===== config.mk =====
export PLATFORM = sky130hd
export DESIGN_NAME = button_conditioner
export DESIGN_NICKNAME = d
export VERILOG_FILES = /design/src/rtl/button_conditioner.sv
export SDC_FILE = /design/constraint.sdc
export NUM_CORES = 1
export LEC_CHECK = 0
export ABC_AREA = 1
export CORE_AREA = 2 2 161 163
export DETAILED_ROUTE_END_ITERATION = 8
export DIE_AREA = 0 0 163 165
export PLACE_DENSITY_LB_ADDON = 0.12
export SYNTH_ARGS = -nofsm -noshare
export SYNTH_HDL_FRONTEND = slang
export SYNTH_SLANG_ARGS = --single-unit

===== constraint.sdc =====
create_clock -name clk -period 6.85 [get_ports clk]
set_clock_uncertainty 0.2 [all_clocks]
set_input_delay 1.37 -clock clk [delete_from_list [all_inputs] [get_ports clk]]
set_output_delay 1.37 -clock clk [all_outputs]
set_load 0.05 [all_outputs]

===== src/rtl/button_conditioner.sv =====
// Multi-channel push-button conditioner: per-channel two-flop synchroniser,
// debounce window, registered press/release strobes and auto-repeat for held buttons.
module button_conditioner #(
  parameter int   CHANNELS      = 4,
  parameter int   STABLE_CYCLES = 65535,
  parameter int   HOLD_CYCLES   = 50000000,
  parameter int   REPEAT_CYCLES = 10000000,
  parameter logic RESET_LEVEL   = 1'b0
) (
  input  logic                clk,
  input  logic                rst,
  input  logic [CHANNELS-1:0] button,
  output logic [CHANNELS-1:0] level,
  output logic [CHANNELS-1:0] press,
  output logic [CHANNELS-1:0] release_stb,
  output logic [CHANNELS-1:0] rpt,
  output logic [CHANNELS-1:0] held
);

  localparam int HOLD_MAX = (HOLD_CYCLES > REPEAT_CYCLES) ? HOLD_CYCLES : REPEAT_CYCLES;
  localparam int CW       = $clog2(STABLE_CYCLES);
  localparam int HW       = $clog2(HOLD_MAX);

  localparam logic [CW-1:0] STAB_LAST   = CW'(STABLE_CYCLES - 1);
  localparam logic [HW-1:0] HOLD_LAST   = HW'(HOLD_CYCLES - 1);
  localparam logic [HW-1:0] REPEAT_LAST = HW'(REPEAT_CYCLES - 1);

  for (genvar i = 0; i < CHANNELS; i++) begin : g_ch
    logic          sync0, sync1;
    logic          lvl, lvl_next, flip;
    logic          prs, rls, rp, hld;
    logic [CW-1:0] stab_cnt;
    logic [HW-1:0] hold_cnt;

    always_comb begin
      flip     = (sync1 != lvl) && (stab_cnt == STAB_LAST);
      lvl_next = flip ? ~lvl : lvl;
    end

    always_ff @(posedge clk or posedge rst) begin
      if (rst) begin
        sync0    <= RESET_LEVEL;
        sync1    <= RESET_LEVEL;
        lvl      <= RESET_LEVEL;
        stab_cnt <= '0;
        hold_cnt <= '0;
        prs      <= 1'b0;
        rls      <= 1'b0;
        rp       <= 1'b0;
        hld      <= 1'b0;
      end else begin
        sync0 <= button[i];
        sync1 <= sync0;

        // Any sample agreeing with the current level restarts the window.
        if (sync1 == lvl) begin
          stab_cnt <= '0;
        end else if (flip) begin
          stab_cnt <= '0;
          lvl      <= ~lvl;
        end else begin
          stab_cnt <= stab_cnt + CW'(1);
        end

        prs <= flip && (lvl == RESET_LEVEL);
        rls <= flip && (lvl != RESET_LEVEL);
        rp  <= 1'b0;

        // Idle, press and release cycles all leave the hold state cleared;
        // the counter reloads per interval once held, so it never overflows.
        if ((lvl == RESET_LEVEL) || (lvl_next == RESET_LEVEL)) begin
          hold_cnt <= '0;
          hld      <= 1'b0;
        end else if (!hld) begin
          if (hold_cnt == HOLD_LAST) begin
            hold_cnt <= '0;
            hld      <= 1'b1;
            rp       <= 1'b1;
          end else begin
            hold_cnt <= hold_cnt + HW'(1);
          end
        end else begin
          if (hold_cnt == REPEAT_LAST) begin
            hold_cnt <= '0;
            rp       <= 1'b1;
          end else begin
            hold_cnt <= hold_cnt + HW'(1);
          end
        end
      end
    end

    assign level[i]       = lvl;
    assign press[i]       = prs;
    assign release_stb[i] = rls;
    assign rpt[i]         = rp;
    assign held[i]        = hld;
  end

endmodule


# Yosys cells after proc, flatten, opt, wreduce, memory -nomap -nowiden
# Index checks and enable logic that the tools add are counted.
# Widths: inputs -> output; s select.
dict set report totals {
  out_inout_bits 20
  in_bits 6
  ff_bits 196
}
dict set report op_classes {
  reduce_logical 16
  addsub 8
  eq_ne 20
  muxes 52
  n_bitwise 8
}
# cell n
set ops {}
lappend ops {{$mux 26} 16}
lappend ops {{$mux 16} 8}
lappend ops {{$add 26x1->26 const B} 4}
lappend ops {{$eq 26x24->1 const B} 4}
lappend ops {{$eq 26x26->1 const B} 4}
lappend ops {{$add 16x1->16 const B} 4}
lappend ops {{$eq 16x16->1 const B} 4}
lappend ops {{$mux 1} 28}
lappend ops {{$logic_and 1x1->1} 12}
lappend ops {{$not 1->1} 8}
lappend ops {{$eq 1x1->1} 4}
lappend ops {{$logic_or 1x1->1} 4}
lappend ops {{$ne 1x1->1} 4}

# Longest topological paths before layout
# Gate-level depths: netlist (run 1).
dict set report depth {
  ltp_word 6
  depth_mapped 12
  ltp_nobuf 11
}

# Worst setup path after synthesis (run 1)
# Ideal clock, no wire load.
dict set report synth_timing {
  path_kind {flip-flop to output port}
  startpoint {reg (tool-made name)}
  endpoint {out level[0]}
  arrival_time_ps 612
  n_path_buf 1
  path_stages_with_launch 2
  required_ps 5280
  slack_ps 4668
  cell_sequence {dfrtp_1 > buf_4}
}
# item line_no
set synth_lines {}
lappend synth_lines {{end: declaration} 13} ;# output logic [CHANNELS-1:0] level,

==> summary.md, run 1 <==
| Metric | Value |
|---|---|
| Status | complete, no violations |
| Critical path arrival | 1.70 ns |
| Largest family of logic cells by synthesized area | simple AND/OR/NAND/NOR gates |
| Hold Vio Cnt, Final | 0 |
| CTS Buf Count | 17 |
| GRT overflow | 0 |
| CTS Hold Buffers Added | 0 |
| Multi-input gate area | 5700 um^2 |
| Post-Syn Instances | 1644 |
| Cell Chain, Critical Path | clkdlybuf4s50_1 |
| Final core utilization | 0.505 |
| Unrepaired setup endpoints after global routing | no |
| Antenna viol nets, final | 0 |
| DRC | 0 |
| WL final | 25.1 mm |
| Worst R2R Setup Slack | 4.27 ns |
| Netlist cell types | 34 |
| CTS tree | done |
| Worst-path clk slew | 0.07 ns |
| Adder-cell area share of the yosys netlist | 0.0172 |
| Via density | 4.97 |
| R2R Path Start | g_ch[1].stab_cnt[0] |
| HP Start | g_ch[0].sync0 |
| Die Footprint | 26900 um^2 |
| Vias in the first global route | 9513 |
| Clock Latency Late Sink | 0.44 ns |
| Sw Ratio | 0.219 |
| Setup_tns | 0 ns |
| Synth area leaders | dfrtp_1 (42%), nand2_1 (13%), nor2_1 (13%) |
| R2R depth | 9 |
| Top cell type by total area after synthesis | dfrtp_1 |
| Crit path max-delay cell type | clkdlybuf4s50_1 |
| P_sw | 502 uW |
| Largest net degree at the start of global routing | 153 |
| Int Power | 1.79 mW |
| Worst Hold Class | reg -> reg |
| Endpoint, Worst Hold | g_ch[0].sync1 |
| Starting DRC count in detailed routing | 721 |
| Routed wire length per instance | 12.6 um |
| GPL Wtd Cong | 0.899 |
| Die Wd | 163 um |
| Biggest cell delay along the critical path | 0.83 ns |
| Req. time, crit path | 5.28 ns |
| Post-synthesis simple-gate area fraction | 0.412 |
| Post-synthesis mux area share | 0 |
| Number of fill cells | 2554 |
| WHS Path Cells | 0 |
| Worst path bufs/invs | 1 |
| DR vias | 9905 |
| Slew margin rel. | 0.321 |
| Synth Area in Compound Gates | 0.0274 |
| Peak VDD IR | 0.146 mV |
| Starting Density | 0.466 |
| Antenna fix cells | 0 |
| Sequential power share | 0.513 |
| Critical path peak fanout | 5 |
| DP Wirelength | 18.1 mm |
| Critical Path Start Type | flip-flop |
| Yosys reg bits | 196 |
| CTS max path bufs | 2 |
| Setup Buffers After CTS | 0 |
| Clock root buffer | clkbuf_16 |
| Crit path kind | reg -> out |
| First-pass GRT wire length | 44.2 mm |
| Synth Area per Inst | 7.09 um^2 |
| Synth top area share | 0.421 |
| Rows | 58 |
| H-Tree Depth | 4 |
| Gate power share | 0.022 |
| Slew Viols, Final | 0 |
| Max-cap violations | 0 |
| Fin nets | 1673 |
| Worst-Margin Slew | 1.02 ns |
| Register area share after synthesis | 0.421 |
| Setup crit end kind | primary output |
| Tmin final | 3.27 ns |
| Max Fclk | 306 MHz |
| Ys Warns | 0 |
| Area Growth Syn to Fin | 8.47% |
| Initial antenna violation count | 0 |
| Static Leak | 5.46 nW |
| Global-route usage over all layers | 0.201 |
| Fraction of layout cells with a size suffix above 1 | 0.0649 |
| CORE AREA | 25000 um^2 |
| Post-CTS sizing | 0 |
| Setup-failing EPs final | 0 |
| Clk pwr share | 0.465 |
| CTS sink cnt | 196 |
| Die Y-Extent | 165 um |
| Cell family with most CP delay | buffers and inverters |
| Power per standard cell area | 181 nW/um^2 |
| Ports | 26 |
| IO buf count | 25 |
| Register area | 4900 um^2 |
| First drt pass iteration count | 5 |
| Net Count, Synth | 1666 |
| Final period utilization | 0.477 |
| XOR/XNOR share of the synthesized area | 0.0323 |
| R2R Path End | g_ch[1].hold_cnt[6] |
| Synth Cell Area | 11700 um^2 |
stage by stage:
stage | cell area (um^2) | hold slack (ns) | std cells | worst slack, ns | power, mW
6_report | 12600 | 0.160 | 1994 | 3.58 | 2.29
5_1_grt | 12600 | 0.172 | 1994 | 3.52 | 2.37
4_1_cts | 12600 | 0.165 | 1994 | 3.57 | 2.32
3_5_place_dp | 12000 | 0.140 | 1962 | 3.26 | 1.25
3_3_place_gp | 12000 | 0.132 | 1962 | 3.22 | 1.25
2_1_floorplan | 11700 | 0.131 | 1644 | 2.75 | 1.23
synthesized netlist by cell type (all sizes together):
cell type / n
a21oi: 18
a31oi: 1
and2: 4
buf: 38
dfrtp: 196
ha: 16
inv: 195
nand2: 418
nand3: 159
nand3b: 2
nand4: 38
nor2: 412
nor3: 49
nor3b: 6
o21ai: 19
o21bai: 13
o31ai: 1
or2: 16
xnor2: 12
xor2: 31
area by class of cell:
| class | instances | area share |
|---|---|---|
| clock buffers | 22 | 0.0375 |
| clock inverters | 10 | 0.0115 |
| inverters | 195 | 0.0584 |
| multi-input cells | 1215 | 0.451 |
| flip-flops and latches | 196 | 0.388 |
| well taps | 330 | 0.0327 |
| repair buffers | 26 | 0.0214 |
state kept, by name, indices dropped and copies added, names as in the netlist, named ones only:
name / flops
g_ch.hold_cnt: 104
g_ch.stab_cnt: 64
g_ch.prs: 4
g_ch.sync1: 4
g_ch.hld: 4
g_ch.rls: 4
g_ch.sync0: 4
g_ch.rp: 4
cell usage in the layout (no fill, tap or decap), types with 3 or more instances in the layout:
cell               n
a21oi_1           16
and2_1             3
bufinv_16          3
clkbuf_16         17
clkbuf_8           3
clkdlybuf4s50_1   25
clkinvlp_4         3
dfrtp_1          196
ha_1              16
inv_1            187
inv_2              6
nand2_1          397
nand2_2           16
nand2_4            5
nand3_1          152
nand3_2            7
nand4_1           38
nor2_1           390
nor2_2            14
nor2_4             8
nor3_1            46
nor3_2             3
nor3b_1            6
o21ai_0           18
o21bai_1          13
or2_2             14
xnor2_1           12
xor2_1            31
logic make-up after synthesis:
family	Yosys count
simple gates	1104
buf+inv	233
flops	196
compound gates	52
xor+xnor	43
fa+ha+maj	16
routing by layer:
metal	vias to the layer above	track usage	wire [um]
met5	-	0	0
met2	157	0.333	11500
met4	0	0.0539	254
met1	4595	0.277	12500
met3	21	0.0289	828
li1	5132	-	-
worst max path at each step:
stage                     startpoint                    to  slack [ns]  depth (start not counted)
after floorplan                  rst             async pin        2.75                          1
after global placement           rst   g_ch[3].hold_cnt[2]        3.22                          3
after detailed placement         rst            g_ch[3].rp        3.26                          3
after CTS                  flip-flop              level[3]        3.57                          1
after global routing             rst  g_ch[3].hold_cnt[23]        3.52                          3
final                      flip-flop              level[3]        3.58                          1
power groups by stage:
stage	Combinational, mW	Clock (mW)	Sequential (mW)
2_1_floorplan	0.0385	0	1.19
3_3_place_gp	0.0543	0	1.20
3_5_place_dp	0.0543	0	1.20
4_1_cts	0.0545	1.09	1.17
5_1_grt	0.0613	1.14	1.17
6_report	0.0510	1.06	1.17
Power figures use the tool's default switching activity.
==> inputs of run 2 (changes only) <==
==> constraint.sdc (replaced) <==
create_clock -name clk -period 3.35 [get_ports clk]
set_clock_uncertainty 0.2 [all_clocks]
set_input_delay 0.67 -clock clk [delete_from_list [all_inputs] [get_ports clk]]
set_output_delay 0.67 -clock clk [all_outputs]
set_load 0.05 [all_outputs]
==> run 2 against run 1 <==
Utilization up 0.21 points. Sequential share of layout area down 0.16 points. Cell count about the same. Global-route usage down 0.39 points. Power up 110%. Sequential power up 110%. Clock power up 110%. Critical path depth up 8. Critical endpoint is now g_ch[1].hold_cnt[6]. Non-clock buffer count up 2. Die area unchanged.
==> summary.md, run 2 (synthesis gave the netlist of run 1 again) <==
| Metric | Value |
|---|---|
| Clock Latency Late Sink | 0.43 ns (was 0.44 ns) |
| CP endpoint | g_ch[1].hold_cnt[6] (was level[3]) |
| Hold Vio Cnt, Final | 0 (unchanged) |
| Largest net degree at the start of global routing | 104 (was 153) |
| CTS Hold Buffers Added | 0 (unchanged) |
| Power per standard cell area | 373 nW/um^2 (was 181 nW/um^2) |
| Slew margin rel. | 0.316 (was 0.321) |
| Post-CTS sizing | 0 (unchanged) |
| Critical Path Start Type | flip-flop (unchanged) |
| R2R Path Start | g_ch[1].stab_cnt[0] (unchanged) |
| Max-cap violations | 0 (unchanged) |
| Cell Chain, Critical Path | inv_1, ha_1, nand2_1, nor2_1, nand3_1, nor2_1, nor2_2, inv_1, nor3_1 (was clkdlybuf4s50_1) |
| Clock root buffer | clkbuf_16 (unchanged) |
| CTS tree | done (unchanged) |
| Largest register by flop count | g_ch.hold_cnt (unchanged) |
| Pwr Total | 4.74 mW (was 2.29 mW) |
| Routed wire length per instance | 12.5 um (was 12.6 um) |
| Die Wd | 163 um (unchanged) |
| CTS sink cnt | 196 (unchanged) |
| Antenna viol nets, final | 0 (unchanged) |
| GPL Wtd Cong | 0.895 (was 0.899) |
| Setup-failing EPs final | 0 (unchanged) |
| Most frequent cells in the layout | nand2_1 (397), nor2_1 (390), dfrtp_1 (196) (unchanged) |
| CORE AREA | 25000 um^2 (unchanged) |
| R2R Path End | g_ch[1].hold_cnt[6] (unchanged) |
| Critical path peak fanout | 22 (was 5) |
| Placed Area | 12100 um^2 (was 12000 um^2) |
| Largest regs | g_ch.hold_cnt: 104 flops, g_ch.stab_cnt: 64 flops (unchanged) |
| Status | complete, no violations (unchanged) |
| Peak VDD IR | 0.313 mV (was 0.146 mV) |
| Final WS setup | 0.784 ns (was 3.58 ns) |
| Crit path max-delay cell type | nor2_2 (was clkdlybuf4s50_1) |
| Area Growth Syn to Fin | 8.93% (was 8.47%) |
| Die Y-Extent | 165 um (unchanged) |
| Worst-Margin Slew | 1.02 ns (about the same) |
| First-pass GRT wire length | 43.6 mm (was 44.2 mm) |
| Slew Viols, Final | 0 (unchanged) |
| Antenna fix cells | 0 (unchanged) |
| Fraction of layout cells with a size suffix above 1 | 0.0667 (was 0.0649) |
| Req. time, crit path | 3.49 ns (was 5.28 ns) |
| Vias in the first global route | 9347 (was 9513) |
| First drt pass iteration count | 5 (unchanged) |
| Levels on crit path | 9 (was 1) |
| Most common cell after layout, fill and taps aside | nand2_1 (unchanged) |
| Unrepaired setup endpoints after global routing | no (unchanged) |
| WL final | 24.9 mm (was 25.1 mm) |
| Setup crit start | g_ch[1].stab_cnt[0] |
| Setup Buffers After CTS | 0 (unchanged) |
| Worst R2R Setup Slack | 0.78 ns (was 4.27 ns) |
| DRC | 0 (unchanged) |
| Final core utilization | 0.507 (was 0.505) |
| Cell family with most CP delay | simple AND/OR/NAND/NOR gates (was buffers and inverters) |
| Static Leak | 5.50 nW (was 5.46 nW) |
| R2R depth | 9 (unchanged) |
| IO buf count | 25 (unchanged) |
| Final period utilization | 0.766 |
| DP Wirelength | 18.3 mm (was 18.1 mm) |
| H-Tree Depth | 4 (unchanged) |
| Initial antenna violation count | 0 (unchanged) |
| CTS max path bufs | 2 (unchanged) |
| Final Cell Area | 12700 um^2 (was 12600 um^2) |
| Starting DRC count in detailed routing | 614 (was 721) |
| Fin nets | 1675 (was 1673) |
| Die Footprint | 26900 um^2 (unchanged) |
| Rows | 58 (unchanged) |
| Max reg flops | 104 (unchanged) |
| Worst path bufs/invs | 2 (was 1) |
| Critical path arrival | 2.70 ns (was 1.70 ns) |
| Tmin final | 2.57 ns |
| Worst Hold Class | reg -> reg (unchanged) |
| Biggest cell delay along the critical path | 0.77 ns (was 0.83 ns) |
| Setup crit end kind | flip-flop (was primary output) |
| Via density | 4.96 (was 4.97) |
| Place WS | 0.744 ns (was 3.26 ns) |
| GRT overflow | 0 (unchanged) |
| Global-route usage over all layers | 0.197 (was 0.201) |
| Crit path kind | reg -> reg (was reg -> out) |
| Worst-path clk slew | 0.08 ns (was 0.07 ns) |
| Ports | 26 (unchanged) |
| CTS Buf Count | 17 (unchanged) |
| Max Fclk | 390 MHz |
| DR vias | 9894 (was 9905) |
| Starting Density | 0.466 (unchanged) |
==> run 2: cell types whose count changed in the layout (fill, tap and decap cells not counted), sizes merged <==
cell,change
buf,+2
bufinv,+1
clkbuf,-3
clkinvlp,-2
inv,+3
==> run 2: stage by stage <==
stage               instances  TNS (ns)  hold WS (ns)
finish                   1995         0         0.149
global route             1995         0         0.161
CTS                      1995         0         0.153
detailed placement       1964         0         0.143
global placement         1964         0         0.139
floorplan                1644    -10.27         0.131
==> run 2: per-layer routing <==
metal	global-route usage	vias up	share of wire
met5	0	-	0
li1	-	5133	-
met2	0.325	150	0.46
met4	0.0535	0	0.016
met3	0.0301	28	0.030
met1	0.271	4583	0.49
==> run 2: how the worst min path moves through the flow <==
stage | cells after the start | end | start | slack [ns]
after global routing | 0 | g_ch[0].sync1 | g_ch[0].sync0 | 0.16
after detailed placement | 0 | g_ch[1].sync1 | g_ch[1].sync0 | 0.14
final | 0 | g_ch[0].sync1 | g_ch[0].sync0 | 0.15
after CTS | 0 | g_ch[0].sync1 | g_ch[0].sync0 | 0.15
after floorplan | 0 | g_ch[0].sync1 | g_ch[0].sync0 | 0.13
after global placement | 0 | g_ch[1].sync1 | g_ch[1].sync0 | 0.14
==> run 2: layout make-up <==
cell class,instances,area [um^2]
Multi-Input combinational cell,1215,5700
Clock inverter,12,193
Inverter,195,738
Timing Repair Buffer,28,298
Clock buffer,19,453
Fill cell,2499,12300
Sequential cell,196,4900
Tap cell,330,413
==> run 2: worst register-to-register path, stage by stage, from the launching register on <==
cell	delay (ns)
dfrtp_1	0.39
inv_1	0.06
ha_1	0.19
nand2_1	0.07
nor2_1	0.04
nand3_1	0.07
nor2_1	0.07
nor2_2	0.77
inv_1	0.38
nor3_1	0.23
==> run 2: where the power goes <==
| group | total (mW) | switching (mW) | internal [mW] |
|---|---|---|---|
| clock | 2.24 | 0.930 | 1.31 |
| sequential | 2.40 | 0.0160 | 2.38 |
| combinational | 0.107 | 0.0785 | 0.0289 |
| total | 4.74 | 1.02 | 3.72 |
==> patch (settings of run 1) <==
`STABLE_CYCLES`: 65535 -> 262140.
--- a/src/rtl/button_conditioner.sv
+++ b/src/rtl/button_conditioner.sv
@@ -2,7 +2,7 @@
 // debounce window, registered press/release strobes and auto-repeat for held buttons.
 module button_conditioner #(
   parameter int   CHANNELS      = 4,
-  parameter int   STABLE_CYCLES = 65535,
+  parameter int   STABLE_CYCLES = 262140,
   parameter int   HOLD_CYCLES   = 50000000,
   parameter int   REPEAT_CYCLES = 10000000,
   parameter logic RESET_LEVEL   = 1'b0
Check against the original RTL: same outputs for any inputs over 10 cycles, from zero or initial values and one cycle with rst high; that may be too few to reach the edited logic, so the function may still have changed.
==> patch against run 1 <==
- total power up 11%
- first-iteration DRC count down 22%
- sequential cell count up 8
- setup slack worse by 0.26 ns
- combinational power up 3%
- final cell count up 1.1%
- routed wire length up 0.43%
- fmax down 7.5%
- via count down 1.5%
- area after synthesis up 3.5%
- critical path depth unchanged
- design area up 4.7%
- largest cell class unchanged
==> patch: results (changes against run 1) <==
{
  "status": {
    "status": {"value": "finished clean", "change": "unchanged"}
  },
  "global_route": {
    "grt_first_pass_wirelength": {"value": 44100, "unit": "µm", "change": "was 44,200 µm"},
    "grt.met3_usage": {"value": 2.94, "unit": "%", "change": "was 2.89%"}
  },
  "timing": {
    "fmax": {"value": 0.283, "unit": "GHz", "change": "was 0.306 GHz"},
    "timing.slew.headroom": {"value": 47.5, "unit": "%", "change": "was 32.1%"}
  },
  "yosys": {
    "postSynthNetCount": {"value": 1669, "change": "was 1,666"},
    "post_synth_most_frequent_cells": {"value": "409 x nand2_1, 373 x nor2_1, 204 x dfrtp_1", "change": "was 397 x nand2_1, 390 x nor2_1, 196 x dfrtp_1"},
    "synth-seq-area-share": {"value": 42.3, "unit": "%", "change": "was 42.1%"},
    "post_synth_main_area_contributors": {"value": "dfrtp_1 42%, nand2_1 13%, nor2_1 12%", "change": "was dfrtp_1 42%, nand2_1 13%, nor2_1 13%"}
  },
  "worst_setup_path": {
    "r2r-start": {"value": "g_ch[3].hold_cnt[0]$_DFF_PP0_", "change": "was g_ch[1].stab_cnt[0]$_DFF_PP0_"},
    "max_stage_delay": {"value": 0.88, "unit": "ns", "change": "was 0.83 ns"},
    "critical_path_arrival": {"value": 1.96, "unit": "ns", "change": "was 1.70 ns"},
    "path_max_fanout": {"value": 9, "change": "was 5"}
  },
  "placement": {
    "finalWeightedCongestion": {"value": 0.906, "change": "was 0.899"},
    "place_worst_setup_slack": {"value": 3.45, "unit": "ns", "change": "was 3.26 ns"},
    "postPlaceCellArea": {"value": 0.0124, "unit": "mm²", "change": "was 0.0120 mm²"}
  },
  "power_and_ir_drop": {
    "post-layout-total-power": {"value": 2.55, "unit": "mW", "change": "was 2.29 mW"},
    "share_of_total_power_consumed_by_net_switching": {"value": 21.1, "unit": "%", "change": "was 21.9%"},
    "powerClk": {"value": 1.28, "unit": "mW", "change": "was 1.06 mW"},
    "pg_comb": {"value": 0.0524, "unit": "mW", "change": "was 0.0510 mW"}
  },
  "cells_and_area": {
    "fillerInstances": {"value": 2475, "change": "was 2,554"},
    "top_regs": {"value": "g_ch.hold_cnt x104, g_ch.stab_cnt x72", "change": "was g_ch.hold_cnt x104, g_ch.stab_cnt x64"}
  },
  "drt": {
    "dr.first_iter.drc_count": {"value": 559, "change": "was 721"},
    "met3RoutedLength": {"value": 894, "unit": "µm", "change": "was 828 µm"}
  },
  "clocking": {
    "clk_transition_reported_paths": {"value": 0.05, "unit": "ns", "change": "was 0.07 ns"},
    "cts_made_buffers": {"value": 25, "change": "was 17"}
  }
}
[patch: changes by cell type in the layout (fill, tap and decap cells not counted), moves of 12 or more]
| cell | delta |
|---|---|
| nor2_1 | -17 |
| nor2_2 | +34 |
| nor3_1 | -21 |
| nand2_1 | +12 |
| xor2_1 | +12 |
| nand3_1 | -33 |
| nand4_1 | -13 |
[patch: cells by family (layout without fill, tap and decap cells)]
logic type	count (synthesis)	count (layout)	synth area share, %
XOR/XNOR	60	60	4.36
adder cells (fa/ha/maj)	12	12	1.25
flip-flops	204	204	42.3
buffers and inverters	232	266	8.79
AND/OR/NAND/NOR	1088	1088	40.5
AO/OA/AOI/OAI	55	55	2.80
[patch: area by class of cell]
class | count | share of cell area [%]
multi-input combinational | 1215 | 44.5
sequential | 204 | 38.6
inverter | 195 | 5.63
clock buffer | 35 | 5.31
tap | 330 | 3.12
timing repair buffer | 29 | 2.12
clock inverter | 7 | 0.709
